--- config.mk ---
export PLATFORM = sky130hd
export DESIGN_NAME = seq_unpacker
export DESIGN_NICKNAME = d
export VERILOG_FILES = /design/src/rtl/seq_unpacker.sv
export SDC_FILE = /design/constraint.sdc
export NUM_CORES = 1
export LEC_CHECK = 0
export BUFFER_PORTS_ARGS = -buffer_cell sky130_fd_sc_hd__buf_2
export CORE_UTILIZATION = 45
export DETAILED_ROUTE_END_ITERATION = 7
export HOLD_SLACK_MARGIN = 0.03
export PLACE_DENSITY = 0.71
export SYNTH_ARGS = -nofsm -noshare
export SYNTH_HDL_FRONTEND = slang
export SYNTH_SLANG_ARGS = --single-unit
--- constraint.sdc ---
create_clock -name clk -period 2.3 [get_ports clk]
set_input_delay 0.23 -clock clk [delete_from_list [all_inputs] [get_ports clk]]
set_output_delay 0.23 -clock clk [all_outputs]
set_load 0.02 [all_outputs]
--- src/rtl/seq_unpacker.sv ---
// Serialises one packet of up to PACKET_SIZE sequences into one sequence per cycle.
// Define SEQ_UNPACKER_OVERLAP_TRIM_EN to trim bytes already covered by the previous job's last match.
module seq_unpacker #(
   parameter int PACKET_SIZE = 4,
   parameter int LL_BITS     = 17,
   parameter int ML_BITS     = 17,
   parameter int OFFSET_BITS = 17
) (
   input  logic                               clk,
   input  logic                               rst_n,
   input  logic                               i_valid,
   input  logic [PACKET_SIZE-1:0]             i_mask,
   input  logic [LL_BITS*PACKET_SIZE-1:0]     i_ll,
   input  logic [ML_BITS*PACKET_SIZE-1:0]     i_ml,
   input  logic [OFFSET_BITS*PACKET_SIZE-1:0] i_offset,
   input  logic [ML_BITS-1:0]                 i_overlap,
   input  logic                               i_eoj,
   input  logic                               i_delim,
   output logic                               i_ready,
   output logic                               o_valid,
   output logic [LL_BITS-1:0]                 o_ll,
   output logic [ML_BITS-1:0]                 o_ml,
   output logic [OFFSET_BITS-1:0]             o_offset,
   output logic                               o_eoj,
   output logic                               o_delim,
   input  logic                               o_ready
);

   localparam int IDX_W = $clog2(PACKET_SIZE);

   logic [PACKET_SIZE-1:0]             r_pend;
   logic [LL_BITS*PACKET_SIZE-1:0]     r_ll;
   logic [ML_BITS*PACKET_SIZE-1:0]     r_ml;
   logic [OFFSET_BITS*PACKET_SIZE-1:0] r_off;
   logic                               r_eoj;
   logic                               r_delim;

   logic [IDX_W-1:0]       w_cur;
   logic                   w_any;
   logic                   w_last;
   logic [LL_BITS-1:0]     w_cur_ll;
   logic [ML_BITS-1:0]     w_cur_ml;
   logic [OFFSET_BITS-1:0] w_cur_off;
   logic                   w_eoj_flag;
   logic                   w_delim_flag;
   logic [LL_BITS-1:0]     w_out_ll;
   logic [ML_BITS-1:0]     w_out_ml;
   logic                   w_drop;
   logic                   w_consume;
   logic                   w_accept;

   // Lowest pending slot wins; scanning downward lets the lowest overwrite.
   always_comb begin
      w_cur = '0;
      for (int k = PACKET_SIZE - 1; k >= 0; k--) begin
         if (r_pend[k]) w_cur = IDX_W'(k);
      end
   end

   // Bits only clear from the bottom, so a single remaining bit is the packet's highest slot.
   assign w_any        = |r_pend;
   assign w_last       = w_any && ((r_pend & (r_pend - PACKET_SIZE'(1))) == '0);
   assign w_cur_ll     = r_ll[w_cur*LL_BITS +: LL_BITS];
   assign w_cur_ml     = r_ml[w_cur*ML_BITS +: ML_BITS];
   assign w_cur_off    = r_off[w_cur*OFFSET_BITS +: OFFSET_BITS];
   assign w_eoj_flag   = r_eoj & w_last;
   assign w_delim_flag = r_delim & w_last;

`ifdef SEQ_UNPACKER_OVERLAP_TRIM_EN
   localparam int SW = ((LL_BITS > ML_BITS) ? LL_BITS : ML_BITS) + 1;

   logic [ML_BITS-1:0] r_carry;
   logic [ML_BITS-1:0] r_overlap;
   logic [SW-1:0]      w_cext;
   logic [SW-1:0]      w_llext;
   logic [SW-1:0]      w_sum;
   logic [SW-1:0]      w_c;
   logic [SW-1:0]      w_lt;

   // Carry eats literals first, then the match; the sum is one bit wider so it never wraps.
   assign w_cext   = SW'(r_carry);
   assign w_llext  = SW'(w_cur_ll);
   assign w_sum    = w_llext + SW'(w_cur_ml);
   assign w_c      = (w_cext < w_sum) ? w_cext : w_sum;
   assign w_lt     = (w_cext < w_llext) ? w_cext : w_llext;
   assign w_out_ll = w_cur_ll - LL_BITS'(w_lt);
   assign w_out_ml = w_cur_ml - ML_BITS'(w_c - w_lt);
   assign w_drop   = w_any && (w_out_ll == '0) && (w_out_ml == '0) && !w_eoj_flag && !w_delim_flag;

   always_ff @(posedge clk or negedge rst_n) begin
      if (!rst_n) begin
         r_carry   <= '0;
         r_overlap <= '0;
      end else begin
         if (w_consume) begin
            r_carry <= (w_last && r_eoj) ? r_overlap : (r_carry - ML_BITS'(w_c));
         end
         // An empty end-of-job packet arrives after any old entry leaves, so it wins.
         if (w_accept) begin
            r_overlap <= i_overlap;
            if ((i_mask == '0) && i_eoj) r_carry <= i_overlap;
         end
      end
   end
`else
   logic w_unused_overlap;

   assign w_unused_overlap = ^i_overlap;
   assign w_out_ll         = w_cur_ll;
   assign w_out_ml         = w_cur_ml;
   assign w_drop           = 1'b0;
`endif

   assign w_consume = w_any && (w_drop || o_ready);
   assign i_ready   = !w_any || (w_last && (w_drop || o_ready));
   assign w_accept  = i_valid && i_ready;

   assign o_valid  = w_any && !w_drop;
   assign o_ll     = w_any ? w_out_ll : '0;
   assign o_ml     = w_any ? w_out_ml : '0;
   assign o_offset = w_any ? w_cur_off : '0;
   assign o_eoj    = w_eoj_flag;
   assign o_delim  = w_delim_flag;

   always_ff @(posedge clk or negedge rst_n) begin
      if (!rst_n) begin
         r_pend  <= '0;
         r_ll    <= '0;
         r_ml    <= '0;
         r_off   <= '0;
         r_eoj   <= 1'b0;
         r_delim <= 1'b0;
      end else begin
         if (w_consume) r_pend[w_cur] <= 1'b0;
         // Accept only happens when the hold is empty or its last entry leaves now.
         if (w_accept) begin
            r_pend  <= i_mask;
            r_ll    <= i_ll;
            r_ml    <= i_ml;
            r_off   <= i_offset;
            r_eoj   <= i_eoj;
            r_delim <= i_delim;
         end
      end
   end

endmodule
==> impl_metrics.env <==
export IMPL_status="complete, but fails checks"
export IMPL_violations="negative setup slack"
export IMPL_syn_avg_cell_area_um2=12.1
export IMPL_grt_usage=0.256
export IMPL_nNetsFinal=1576
export IMPL_grt_max_degree=62
export IMPL_cp_end_kind="output pin"
export IMPL_place_area_um2=11700
export IMPL_rr_worst_depth=9
export IMPL_dr_pass1_iters=4
export IMPL_placedCellCount=1342
export IMPL_antenna_found_initial=2
export IMPL_crit_start="r_pend[2]$_DFFE_PN0P_"
export IMPL_cts_root_buf="clkbuf_16"
export IMPL_worstHoldEndpoint="r_pend[0]$_DFFE_PN0P_"
export IMPL_cts_tree="done"
export IMPL_drc=0
export IMPL_yosysUniqueCellTypes=33
export IMPL_num_rows=54
export IMPL_min_path_cells=3
export IMPL_stdcell_area_um2=16000
export IMPL_routed_via_density=5.36
export IMPL_critical_path_arrival_ns=2.22
export IMPL_peakVddDrop_mv=1.08
export IMPL_grt_pass1_vias=9058
export IMPL_rsz0062_at_grt="yes"
export IMPL_cts_buffers_inserted=25
export IMPL_die_w_um=151
export IMPL_postRouteAntennaNets=0
export IMPL_dieArea_um2=22800
export IMPL_path_cells="nor3_2 -> or2_4 -> buf_12 -> a221oi_4 -> nor2_2 -> buf_6"
export IMPL_hold_viol=0
export IMPL_required_ns=2.07
export IMPL_yosysSeqAreaShare=0.527
export IMPL_wl_per_cell_um=21.5
export IMPL_die_y_um=151
export IMPL_syn_nets=1055
export IMPL_syn_to_final_growth_pct=60.4
export IMPL_fin_tns_setup_ns=-8.12
export IMPL_h_tree_depth=1
export IMPL_first_iter_violations=309
export IMPL_grt_first_pass_wirelength_mm=45.6
export IMPL_drive_gt1_frac=0.452
export IMPL_num_io_pins=286
export IMPL_routabilityCongestion=0.753
export IMPL_layout_commonest_cell="buf_2"
export IMPL_post_route_period_util=1.06
export IMPL_hold_start="o_ready"
export IMPL_yosys_warnings=0
export IMPL_clkTransAtPathRegs_ns=0.06
export IMPL_start_util=0.459
export IMPL_netlist_area_leader_share=0.527
export IMPL_cpMaxStageDelayCell="dfrtp_4"
export IMPL_overflow=0
export IMPL_critPathMaxStageDelay_ns=0.55
export IMPL_clock_path_buffers=3
export IMPL_netlist_area_um2=9980
export IMPL_synth_seq_cells=210
export IMPL_async_flop_share=1.00
export IMPL_layout_common_cells="246 x buf_2, 213 x dlygate4sd3_1, 206 x dfrtp_1"
export IMPL_fmax_ghz=0.409
export IMPL_core_area_um2=21800
export IMPL_p_leak_uw=0.00742
export IMPL_netlist_top_cells_area="dfrtp_1 53%, mux2_2 12%, mux2_1 11%, a221oi_1 4.4%, and2_1 3.3%"
export IMPL_synth_top_flop_cell="dfrtp_1"
export IMPL_syn_inst=824
export IMPL_tightest_slew_ns=0.510
export IMPL_clock_sinks=210
export IMPL_fin_skew_ns=0.0221
export IMPL_cp_start_kind="flop"
export IMPL_instances_no_fill=1646
export IMPL_r2r_end="r_off[30]$_DFFE_PN0P_"
export IMPL_clock_latency_ns=0.53
export IMPL_finalMaxSlewViolations=0
export IMPL_cellPowerDensity_nw_per_um2=1600
export IMPL_reg2reg_slack_ns=-0.14
export IMPL_path_max_fanout=20
export IMPL_final_util=0.736
export IMPL_relSlewSlack=0.660
export IMPL_maxCapViolCount=0
export IMPL_critPathKind="reg -> out"
export IMPL_yosysTopAreaCell="dfrtp_1"
export IMPL_worst_slack_ns=-0.146
export IMPL_dpl_hpwl_mm=16.3
export IMPL_port_buffers=268
export IMPL_synth_edf_count=0
export IMPL_vias=8824
export IMPL_drt_total_wl_mm=35.4
export IMPL_period_minus_slack_ns=2.45
export IMPL_setup_viol=168
export IMPL_hp_class="in -> reg"
export IMPL_r2r_start="r_pend[2]$_DFFE_PN0P_"
[how the worst max path moves through the flow]
stage	endpoint	slack [ns]	depth (start not counted)
floorplan	o_ll[0]	0.43	6
global placement	r_ll[44]$_DFFE_PN0P_	0.16	6
detailed placement	r_ll[38]$_DFFE_PN0P_	0.15	6
CTS	o_ll[1]	-0.06	5
global route	o_ll[1]	-0.22	6
finish	o_ll[1]	-0.15	6
[Yosys cell counts (2+ instances only)]
master      n
buf_4       8
buf_2      11
mux2_2    105
and2_1     52
or2_2      52
nor3_1      2
mux2_1    101
a21oi_1    55
nand2b_1    2
o21ai_0     8
inv_1      54
buf_8      11
dfrtp_1   210
nor2_1     52
buf_6       3
clkbuf_1   27
a221oi_1   50
nand2_1     6
[final cells by class]
cell class                      count  area, um2
Antenna cell                        4       10.0
Clock buffer                       41        766
Clock inverter                      3       68.8
Fill cell                        1296       5750
Inverter                           54        203
Multi-Input combinational cell    500       4630
Sequential cell                   210       5260
Tap cell                          280        350
Timing Repair Buffer              554       4720
[critical path: cells and delay by family (launching register included)]
family / cells / cell delay, ns
flops: 1 / 0.55
compound gates: 1 / 0.10
buf+inv: 2 / 0.37
simple gates: 3 / 0.69
[metal layers]
metal / track usage / up-vias / share of wire
met3: 0.0509 / 100 / 0.065
li1: - / 3908 / -
met1: 0.291 / 4417 / 0.38
met2: 0.469 / 399 / 0.52
met5: 0 / - / 0
met4: 0.0980 / 0 / 0.040
[power by group]
group | total [uW] | switching, uW | internal, uW
combinational | 14700 | 7420 | 7300
clock | 4040 | 1560 | 2480
sequential | 6850 | 1210 | 5640
[logic make-up (layout without fill, tap and decap cells)]
group                  Yosys count  after routing  synth area share
AO/OA/AOI/OAI                  120            120            0.0819
other                            0              4                 0
XOR/XNOR                         1              1          0.000878
multiplexers                   206            206             0.233
flip-flops                     210            210             0.527
AND/OR/NAND/NOR                173            173            0.0961
buffers and inverters          114            652            0.0620
[registers in the layout (all words and copies together) (netlist names)]
signal,cells
r_delim,1
r_off,68
r_ml,68
r_eoj,1
r_ll,68
r_pend,4
[through the flow]
| stage | hold WS [ns] | total power (uW) | setup slack (ns) |
|---|---|---|---|
| CTS | 0.100 | 21800 | -0.0612 |
| global placement | 0.208 | 16900 | 0.156 |
| finish | 0.137 | 25600 | -0.146 |
| floorplan | -0.0656 | 14000 | 0.429 |
| detailed placement | 0.205 | 17100 | 0.147 |
| global route | 0.150 | 26800 | -0.225 |
[timing repair]
| item | in CTS | in global routing |
|---|---|---|
| hold buffers | 213 | 0 |
| endpoints found under the setup margin | 53 | 233 |
| cloned | 0 | 23 |
| setup buffers | 4 | 16 |
| gates resized for setup | 22 | 147 |
| pin swaps | 1 | 8 |
| hold endpoints to repair | 252 | 0 |
Note: power is estimated with default switching activity, not from simulation.
